File: src/rtl/mbist_addr_seq.sv
// MBIST address sequencer: row/column walk with non-power-of-two bounds, selectable order/direction.
// Optional checkerboard background output when MBIST_AG_CHKB_EN is defined (adds bg_inv/bg_bit ports).
module mbist_addr_seq #(
   parameter int ROW_BITS = 4,
   parameter int COL_BITS = 4,
   parameter int ROW_LAST = 2**ROW_BITS-1,
   parameter int COL_LAST = 2**COL_BITS-1
) (
   input  logic                         clk,
   input  logic                         rst_n,
   input  logic                         start,
   input  logic                         dir,
   input  logic                         order,
   input  logic                         step,
   input  logic                         abort,
`ifdef MBIST_AG_CHKB_EN
   input  logic                         bg_inv,
   output logic                         bg_bit,
`endif
   output logic [ROW_BITS+COL_BITS-1:0] addr,
   output logic                         addr_vld,
   output logic                         last,
   output logic                         busy,
   output logic                         done
);

   localparam logic [ROW_BITS-1:0] ROW_L   = ROW_BITS'(ROW_LAST);
   localparam logic [COL_BITS-1:0] COL_L   = COL_BITS'(COL_LAST);
   localparam logic [ROW_BITS-1:0] ROW_ONE = ROW_BITS'(1);
   localparam logic [COL_BITS-1:0] COL_ONE = COL_BITS'(1);

   typedef enum logic [1:0] {S_IDLE, S_RUN, S_DONE} state_e;

   state_e              state_q, state_d;
   logic [ROW_BITS-1:0] row_q, row_d, row_nxt;
   logic [COL_BITS-1:0] col_q, col_d, col_nxt;
   logic                dir_q, dir_d, order_q, order_d;
   logic                row_wrap, col_wrap, at_term;
`ifdef MBIST_AG_CHKB_EN
   logic                bg_inv_q, bg_inv_d;
`endif

   always_ff @(posedge clk or negedge rst_n) begin
      if (!rst_n) begin
         state_q  <= S_IDLE;
         row_q    <= '0;
         col_q    <= '0;
         dir_q    <= 1'b0;
         order_q  <= 1'b0;
`ifdef MBIST_AG_CHKB_EN
         bg_inv_q <= 1'b0;
`endif
      end else begin
         state_q  <= state_d;
         row_q    <= row_d;
         col_q    <= col_d;
         dir_q    <= dir_d;
         order_q  <= order_d;
`ifdef MBIST_AG_CHKB_EN
         bg_inv_q <= bg_inv_d;
`endif
      end
   end

   // Per-axis wrap against the configured last index, not all-ones.
   assign row_wrap = dir_q ? (row_q == '0) : (row_q == ROW_L);
   assign col_wrap = dir_q ? (col_q == '0) : (col_q == COL_L);
   assign row_nxt  = dir_q ? (row_wrap ? ROW_L : row_q - ROW_ONE)
                           : (row_wrap ? '0    : row_q + ROW_ONE);
   assign col_nxt  = dir_q ? (col_wrap ? COL_L : col_q - COL_ONE)
                           : (col_wrap ? '0    : col_q + COL_ONE);
   assign at_term  = dir_q ? (row_q == '0 && col_q == '0)
                           : (row_q == ROW_L && col_q == COL_L);

   always_comb begin
      state_d  = state_q;
      row_d    = row_q;
      col_d    = col_q;
      dir_d    = dir_q;
      order_d  = order_q;
`ifdef MBIST_AG_CHKB_EN
      bg_inv_d = bg_inv_q;
`endif
      unique case (state_q)
         S_IDLE: begin
            if (start && !abort) begin
               state_d  = S_RUN;
               dir_d    = dir;
               order_d  = order;
               row_d    = dir ? ROW_L : '0;
               col_d    = dir ? COL_L : '0;
`ifdef MBIST_AG_CHKB_EN
               bg_inv_d = bg_inv;
`endif
            end
         end
         S_RUN: begin
            if (abort) begin
               state_d = S_IDLE;
               row_d   = '0;
               col_d   = '0;
            end else if (step) begin
               if (at_term) begin
                  state_d = S_DONE;
               end else if (!order_q) begin
                  col_d = col_nxt;
                  if (col_wrap) row_d = row_nxt;
               end else begin
                  row_d = row_nxt;
                  if (row_wrap) col_d = col_nxt;
               end
            end
         end
         S_DONE: begin
            state_d = S_IDLE;
            if (abort) begin
               row_d = '0;
               col_d = '0;
            end
         end
         default: state_d = S_IDLE;
      endcase
   end

   always_comb begin
      addr     = {row_q, col_q};
      addr_vld = (state_q == S_RUN);
      last     = (state_q == S_RUN) && at_term;
      busy     = (state_q != S_IDLE);
      done     = (state_q == S_DONE);
`ifdef MBIST_AG_CHKB_EN
      bg_bit   = (state_q == S_RUN) && (row_q[0] ^ col_q[0] ^ bg_inv_q);
`endif
   end

endmodule
File: config.mk
export PLATFORM = sky130hd
export DESIGN_NAME = mbist_addr_seq
export DESIGN_NICKNAME = d
export VERILOG_FILES = /design/src/rtl/mbist_addr_seq.sv
export SDC_FILE = /design/constraint.sdc
export NUM_CORES = 1
export LEC_CHECK = 0
export BUFFER_PORTS_ARGS = -buffer_cell sky130_fd_sc_hd__buf_2
export CORE_ASPECT_RATIO = 0.8
export CORE_MARGIN = 3
export CORE_UTILIZATION = 30
export CTS_BUF_LIST = sky130_fd_sc_hd__clkbuf_4 sky130_fd_sc_hd__clkbuf_8 sky130_fd_sc_hd__clkbuf_16
export DETAILED_ROUTE_END_ITERATION = 10
export GPL_TIMING_DRIVEN = 1
export PLACE_DENSITY_LB_ADDON = 0.05
export SLEW_MARGIN = 20
export SYNTH_ARGS = -nofsm -noshare
export SYNTH_HDL_FRONTEND = slang
export SYNTH_SLANG_ARGS = --single-unit
export TNS_END_PERCENT = 10
File: constraint.sdc
create_clock -name clk -period 2.35 [get_ports clk]
set_input_delay 0.1175 -clock clk [delete_from_list [all_inputs] [get_ports clk]]
set_output_delay 0.1175 -clock clk [all_outputs]
set_load 0.02 [all_outputs]
Word level (Yosys, flattened, before mapping)

Index checks and enable logic that the tools add are counted.

Bits of input ports: 7
Register bits after elaboration: 12
Output and inout port bits: 12

Reductions and logical operators: 14
Multiplexer cells: 29
Eq/ne operators: 11
Add/sub/neg operators: 4

Operators with widths:

| cell                                                                | count |
|---|---|
| 4-bit two-way mux                                                   | 19 |
| 4-bit one-hot mux with 3 select lines                               | 2 |
| 6-bit AND reduction                                                 | 2 |
| 4-bit by 1-bit adder with 4-bit output (second input constant)      | 2 |
| 4-bit == test (second input constant)                               | 2 |
| 4-bit logical NOT                                                   | 2 |
| 2-bit two-way mux                                                   | 4 |
| 4-bit by 1-bit subtractor with 4-bit output (second input constant) | 2 |
| 3-bit != test (second input constant)                               | 2 |
| 1-bit logical AND                                                   | 4 |
| 2-bit != test (second input constant)                               | 2 |
| 4-bit by 2-bit != test with 1-bit output (second input constant)    | 1 |
| 4-bit by 3-bit != test with 1-bit output (second input constant)    | 1 |
| 2-bit one-hot mux with 2 select lines                               | 1 |
| 1-bit two-way mux                                                   | 3 |
| 3-bit by 2-bit != test with 1-bit output (second input constant)    | 1 |
| 3-bit AND reduction                                                 | 1 |
| 3-bit nonzero test                                                  | 1 |
| 2-bit by 1-bit == test with 1-bit output (second input constant)    | 1 |
| 2-bit == test (second input constant)                               | 1 |
| 2-bit logical NOT                                                   | 1 |
| 2-bit AND reduction                                                 | 1 |
| 2-bit nonzero test                                                  | 1 |
| 1-bit logical NOT                                                   | 1 |

Depth between registers and ports, before layout

Gate-level depths: netlist of run 1.

Word-level depth: 10
Gate-level depth with buffers: 7
Depth with buffers taken out: 7

Worst setup path before layout of run 1

OpenSTA, ideal clock, no wires.

Path type: reg2reg
Start: reg state_q[1]
End: reg row_q[2]
Path buffers: 0
Setup slack: 0.343 ns
Data arrival time: 1.878 ns
Required time: 2.221 ns
Cell stages (with the launch flop): 8
Path through: dfrtp_1 > inv_1 > ha_1 > nor3b_1 > a2111o_1 > a211o_1 > a21oi_1 > o22ai_1

Longest elaborated chain between the ends: 3
Elaborated cells between the ends (all ways): 11
Those cells by class: eq/ne (7); mux (1); reduce/logical (3)

Ends and longest elaborated chain:

| item                                                                       | line | source |
|---|---|---|
| start, declared                                                            | 34   | `state_e state_q, state_d;` |
| start signal, assigned                                                     | 54   | `state_q <= state_d;` |
| 2-bit by 1-bit == test with 1-bit output (*)                               | n/a  |  |
| via addr_vld                                                               | 21   | `output logic addr_vld,` |
| 4-bit by 2-bit != test with 1-bit output (no line) (tied with other cells) | n/a  |  |
| 6-bit AND reduction (no line)                                              | n/a  |  |
| end signal, assigned                                                       | 55   | `row_q <= row_d;` |
| end, declared                                                              | 35   | `logic [ROW_BITS-1:0] row_q, row_d, row_nxt;` |

The timed path passes the listed nets; every way through them passes the cells marked *.
A chain may end at the register's enable or synchronous reset.

Final worst setup path of run 1

Start: reg state_q[1]
End: reg col_q[2]

Longest elaborated chain between the ends: 3
Elaborated cells between the ends (all ways): 11
Those cells by class: eq/ne (7); mux (1); reduce/logical (3)

Ends and longest elaborated chain:

| item                                                                       | line | source |
|---|---|---|
| 2-bit by 1-bit == test with 1-bit output (tied with other cells)           | 84   | `unique case (state_q)` |
| 4-bit by 3-bit != test with 1-bit output (no line) (tied with other cells) | n/a  |  |
| 6-bit AND reduction (no line)                                              | n/a  |  |
| end signal, assigned                                                       | 56   | `col_q <= col_d;` |
| end, declared                                                              | 36   | `logic [COL_BITS-1:0] col_q, col_d, col_nxt;` |

Parallel ways exist; a longest one is shown, timed or not.

==> results of run 1 <==
==> placed cells by master (no fill, tap or decap), types with 2 or more instances in the layout <==
master and count:
a31oi_1 3, nand2b_1 2, nand4bb_1 2, nand2_1 5
o31ai_1 2, mux2i_1 3, nor2_1 5, buf_2 18
clkbuf_8 4, xnor2_1 2, dfrtp_1 12, nand4b_1 2
and2_1 2, ha_1 8, a21oi_1 10, inv_1 10
mux2_2 2, o21ai_0 10
==> layer usage <==
layer  up-vias  part of all wire [%]  global-route usage, %
li1        435                     -                      -
met1       395                    52                   17.1
met2        14                    43                   17.7
met3         0                   4.2                   4.11
met4         0                     0                   2.51
met5         -                     0                      0
==> cell usage after synthesis, types with 2 or more instances <==
cell type,count,area share [%]
and2_1,2,1.3
a21oi_1,10,5.2
nand2_1,5,1.9
inv_1,10,3.9
o21ai_0,10,5.2
nand4b_1,2,1.8
mux2i_1,3,3.1
nand2b_1,2,1.3
nand4bb_1,2,2.3
mux2_2,2,2.3
a31oi_1,3,1.9
dfrtp_1,12,31
o31ai_1,2,1.6
xnor2_1,2,1.8
nor2_1,5,1.9
ha_1,8,10
==> through the flow <==
step           worst slack (ns)  instance area [sq um]
2_1_floorplan             0.343                    963
3_3_place_gp              0.284                   1100
3_5_place_dp              0.292                   1100
4_1_cts                   0.291                   1160
5_1_grt                   0.130                   1160
6_report                  0.307                   1160
==> power by group through the flow <==
stage	logic [W]	clock network (W)	registers, W
after floorplan	0.000615	0	0.000493
after global placement	0.000886	0	0.000461
after detailed placement	0.000878	0	0.000469
after global routing	0.000993	0.000250	0.000489
final	0.000873	0.000228	0.000467
after CTS	0.000884	0.000237	0.000465
==> sequential cells by signal, indices dropped and copies added, names as in the netlist <==
name	cells
col_q	4
row_q	4
state_q	2
dir_q	1
order_q	1
==> final cells by class <==
type                       count  share of cell area, %
inverter                      10                   3.23
sequential                    12                   25.8
multi-input combinational     82                   52.9
timing repair buffer          20                   9.26
clock buffer                   4                   4.74
tap                           38                   4.09
==> logic make-up (layout without fill, tap and decap cells) <==
family	Yosys count	in the layout	share of synthesized area (%)
flip-flops	12	12	31.2
buffers and inverters	12	34	5.07
AND/OR/NAND/NOR	28	28	19.0
AO/OA/AOI/OAI	39	39	27.1
XOR/XNOR	2	2	1.82
adder cells (fa/ha/maj)	8	8	10.4
multiplexers	5	5	5.45
==> worst reg2reg max path, stage by stage, from the launching register on <==
cell      delay (ns)
dfrtp_1         0.38
inv_1           0.07
ha_1            0.22
nor3b_1         0.16
a2111o_1        0.45
a211oi_4        0.37
a21boi_1        0.21
o21ai_1         0.07
==> repair_timing <==
item                      4_1_cts  5_1_grt
gates resized for setup         0        0
hold buffers                    1        0
hold endpoints to repair       12        0
setup buffers                   0        0
==> worst paths after layout <==
check	from	endpoint	slack, ns	cells past startpoint
worst max register to register	state_q[1]	col_q[2]	0.31	7
worst max-delay path	state_q[1]	col_q[2]	0.31	7
worst min register to register	order_q	order_q	0.56	1
min in group asynchronous	rst_n	col_q[1]	0.28	2
max in group asynchronous	rst_n	state_q[1]	1.83	2
worst min-delay path	order	order_q	0.11	2
==> results.toml, run 1 <==
[clock_network]
clk_pin_slew_worst_paths_ns = 0.06
cts.sinks = 12
cts_made_buffers = 3
cts_max_path_buffers = 2
clock_latency_ns = 0.24
cts_max_level = 1
cts_root_buffer = "clkbuf_8"
cts_tree = "yes"

[layout]
multi_input_comb_area_sq_um = 614
final-seq-area_sq_um = 300
antenna_cells = 0
stdcell_count = 166
fillers = 316
layout.nets = 144
post-route-util_pct = 39.9
area_growth_pct = 20.6
drive_above_1_share_pct = 22.7

[sta]
fmax_mhz = 489
slew_headroom_pct = 73.4
setup_viol = 0
hold_viol_final = 0
timing.setup.tns_ns = 0
skew_ns = 0.00434
period_share_pct = 86.9
slew_violations = 0
max_slew.worst_pin.slew_ns = 0.394
rsz0062_at_grt = "no"
hold_ws_ns = 0.110
period_minus_slack_ns = 2.04

[global_route]
grt_pass1_wl_um = 3880
grt_max_degree = 13
gr-total-overflow = 0
grt_pass1_vias = 808
grt.total_usage_pct = 12.1
antenna_found_initial = 0

[pwr]
clkPwrFrac_pct = 14.6
combPwrFrac_pct = 55.6
pwr-share-seq_pct = 29.8
ir_drop_mv = 0.582
total_power_w = 0.00157
p_per_area_mw_per_mm2 = 1350
p_switching_w = 0.000740
switching_share_pct = 47.2
power.leakage_nw = 0.531
intPower_w = 0.000828

[critical_path]
cp_num_buf_inv = 1
crit_type = "reg -> reg"
critPathMaxStageDelay_ns = 0.45
cp.required_ns = 2.48
end_kind = "register"
cp_slowest_cell = "a2111o_1"
worstPathArrival_ns = 2.18
crit_fanout = 8
path_cells = "inv_1 -> ha_1 -> nor3b_1 -> a2111o_1 -> a211oi_4 -> a21boi_1 -> o21ai_1"
critPathTopFamily = "compound AO/OA/AOI/OAI gates"
worst_setup_path_start_kind = "register"

[route]
drc_errors = 0
viasPerCell = 5.08
drt_iter0_markers = 51
drtAntennaViolNets = 0
vias = 844
wl_um = 2250
wl_per_cell_um = 13.5
first_pass_iters = 4

[synth]
synth_edf_count = 0
ys_warn_count = 0
synthCells = 106
synth-seq-cells = 12
syn-num-nets = 121
async_flop_share_pct = 100
syn-cell-area_sq_um = 963
seq_area_frac_synth_pct = 31.2
ys.flop_type = "dfrtp_1"
yosysUniqueCellTypes = 42
avgSynthCellArea_sq_um = 9.09

[worst_hold_path]
hp-class = "in -> reg"

[die]
die_h_um = 56.7
die_area_sq_mm = 0.00393
rows = 17
coreArea_sq_mm = 0.00291
die_w_um = 69.4
start_util_pct = 33.1
boundaryPins = 19

[placed_design]
dp_hpwl_um = 1770
place_congestion = 0.783
dp_cells = 161
io_buffers = 18

[flow_run]
cap_violations = 0

[run_status]
status = "complete, no violations"
(Power assumes the default switching activity.)
==> run 2, diff against run 1 <==
--- a/config.mk
+++ b/config.mk
@@ -12,7 +12,7 @@
 export CTS_BUF_LIST = sky130_fd_sc_hd__clkbuf_4 sky130_fd_sc_hd__clkbuf_8 sky130_fd_sc_hd__clkbuf_16
 export DETAILED_ROUTE_END_ITERATION = 10
 export GPL_TIMING_DRIVEN = 1
-export PLACE_DENSITY_LB_ADDON = 0.05
+export PLACE_DENSITY = 0.57
 export SLEW_MARGIN = 20
 export SYNTH_ARGS = -nofsm -noshare
 export SYNTH_HDL_FRONTEND = slang
==> run 2 against run 1 <==
Against the previous run:
- sequential cell count stayed put
- fmax is 1.0% lower
- routed wire length is 1.5% higher
- first-iteration DRC count is 47% lower
- critical path depth stayed put
- setup slack worse by 0.021 ns
- sequential power is 3% higher
- count of clock-buffer cells in the layout stayed put
- register-to-register slack worse by 0.02 ns
- core utilization is 0.26 points lower
- critical endpoint unchanged
- largest cell class unchanged
- largest power group unchanged
==> results.toml, run 2 (synthesis results as in run 1) <==
[run_status]
status = "complete, no violations"

[route]
first_pass_iters = 6
wl_per_cell_um = 13.8
vias = 869
drc_errors = 0
wl_um = 2280
drtAntennaViolNets = 0
viasPerCell = 5.27
drt_iter0_markers = 27

[global_route]
grt_pass1_vias = 786
gr-total-overflow = 0
use_met1_pct = 17.9
grt.total_usage_pct = 12.3
grt_max_degree = 15
grt_pass1_wl_um = 3830
use_met2_pct = 16.4
met3_usage_pct = 4.47
antenna_found_initial = 0
busiest_layer = "met1"

[clock_network]
cts_made_buffers = 3
cts_max_level = 1
cts_tree = "yes"
cts_max_path_buffers = 2
clock_latency_ns = 0.25
cts_root_buffer = "clkbuf_8"
cts.sinks = 12
clk_pin_slew_worst_paths_ns = 0.06
post-cts-setup-buffers = 0

[layout]
final_common_cell = "buf_2"
area_growth_pct = 19.9
drive_above_1_share_pct = 22.0
antenna_cells = 0
layout.nets = 143
reg_top3 = "col_q x4, row_q x4, state_q x2"
final_cell_mix = "buf_2 (18), dfrtp_1 (12), inv_1 (10), a21oi_1 (10), o21ai_0 (10)"
post-route-util_pct = 39.6

[pwr]
power.leakage_nw = 0.526
combPwrFrac_pct = 54.5
clkPwrFrac_pct = 14.8
p_switching_w = 0.000748
intPower_w = 0.000817
pwr-share-seq_pct = 30.7
switching_share_pct = 47.8
total_power_w = 0.00157
ir_drop_mv = 0.589
p_per_area_mw_per_mm2 = 1360

[worst_hold_path]
hp-class = "in -> reg"
min-delay-start = "order"
holdPathEnd = "order_q"
hold_depth = 2

[critical_path]
crit_fanout = 8
end_kind = "register"
cp_slowest_cell = "a2111o_1"
r2r_start = "state_q[1]"
r2r_cells = 7
worstPathArrival_ns = 2.20
critPathTopFamily = "compound AO/OA/AOI/OAI gates"
cp.required_ns = 2.49
cp_num_buf_inv = 1
critPathMaxStageDelay_ns = 0.44
worst_setup_path_start_kind = "register"
rrSetupSlack_ns = 0.29
r2r-end = "col_q[2]"
crit_type = "reg -> reg"
path_cells = "inv_1 -> ha_1 -> nor3b_1 -> a2111o_1 -> a211oi_4 -> a21boi_1 -> o21ai_1"

[placed_design]
pre_cts_ws_ns = 0.281
dp_hpwl_um = 1760
place_congestion = 0.851
io_buffers = 18

[sta]
slew_headroom_pct = 66.3
fin_ws_ns = 0.286
max_slew.worst_pin.slew_ns = 0.505
slew_violations = 0
hold_viol_final = 0
rsz0062_at_grt = "no"
timing.setup.tns_ns = 0
hold_ws_ns = 0.107
setup_viol = 0
period_minus_slack_ns = 2.06
period_share_pct = 87.8
fmax_mhz = 484
skew_ns = 0.00531

[die]
coreArea_sq_mm = 0.00291
rows = 17
die_area_sq_mm = 0.00393
die_h_um = 56.7
start_util_pct = 33.1
boundaryPins = 19
die_w_um = 69.4

[flow_run]
cap_violations = 0
[run 2: area by class of cell]
class | instances | area, sq um
multi-input combinational | 82 | 614
fill | 296 | 1760
clock buffer | 4 | 55.1
sequential | 12 | 300
timing repair buffer | 19 | 100
tap | 38 | 47.5
inverter | 10 | 37.5
[run 2: power groups by stage]
stage	Combinational (W)	Clock (W)	Sequential (W)
floorplan	0.000615	0	0.000493
global placement	0.000849	0	0.000473
detailed placement	0.000855	0	0.000481
CTS	0.000860	0.000239	0.000477
global route	0.000943	0.000254	0.000506
finish	0.000853	0.000231	0.000481
[run 2: metal layers]
layer	up-vias	wire length [um]
li1	434	-
met1	408	1180
met2	22	946
met3	5	119
met4	0	32
met5	-	0
[run 2: worst reg2reg max path, cell delays in order, from the launching register on]
cell and delay [ns]:
dfrtp_1 0.39, inv_1 0.08, ha_1 0.22, nor3b_1 0.17
a2111o_1 0.44, a211oi_4 0.38, a21boi_1 0.21, o21ai_1 0.07
[run 2: through the flow]
stage / instances / cell area [sq um]
after floorplan: 106 / 963
after CTS: 165 / 1150
after detailed placement: 160 / 1090
after global placement: 160 / 1090
after global routing: 165 / 1150
final: 165 / 1150
[run 2: repair_timing]
action,4_1_cts,5_1_grt
hold buffers,1,0
endpoints found under the hold margin,12,0
gates resized for setup,0,0
[run 2: how the worst max path moves through the flow]
stage               startpoint  endpoint  slack (ns)  cells after the start
floorplan           state_q[1]  row_q[2]        0.34                      7
CTS                 state_q[1]  col_q[2]        0.28                      7
detailed placement  state_q[1]  col_q[2]        0.28                      7
global placement    state_q[1]  col_q[2]        0.34                      7
finish              state_q[1]  col_q[2]        0.29                      7
global route        state_q[1]  col_q[2]        0.13                      7
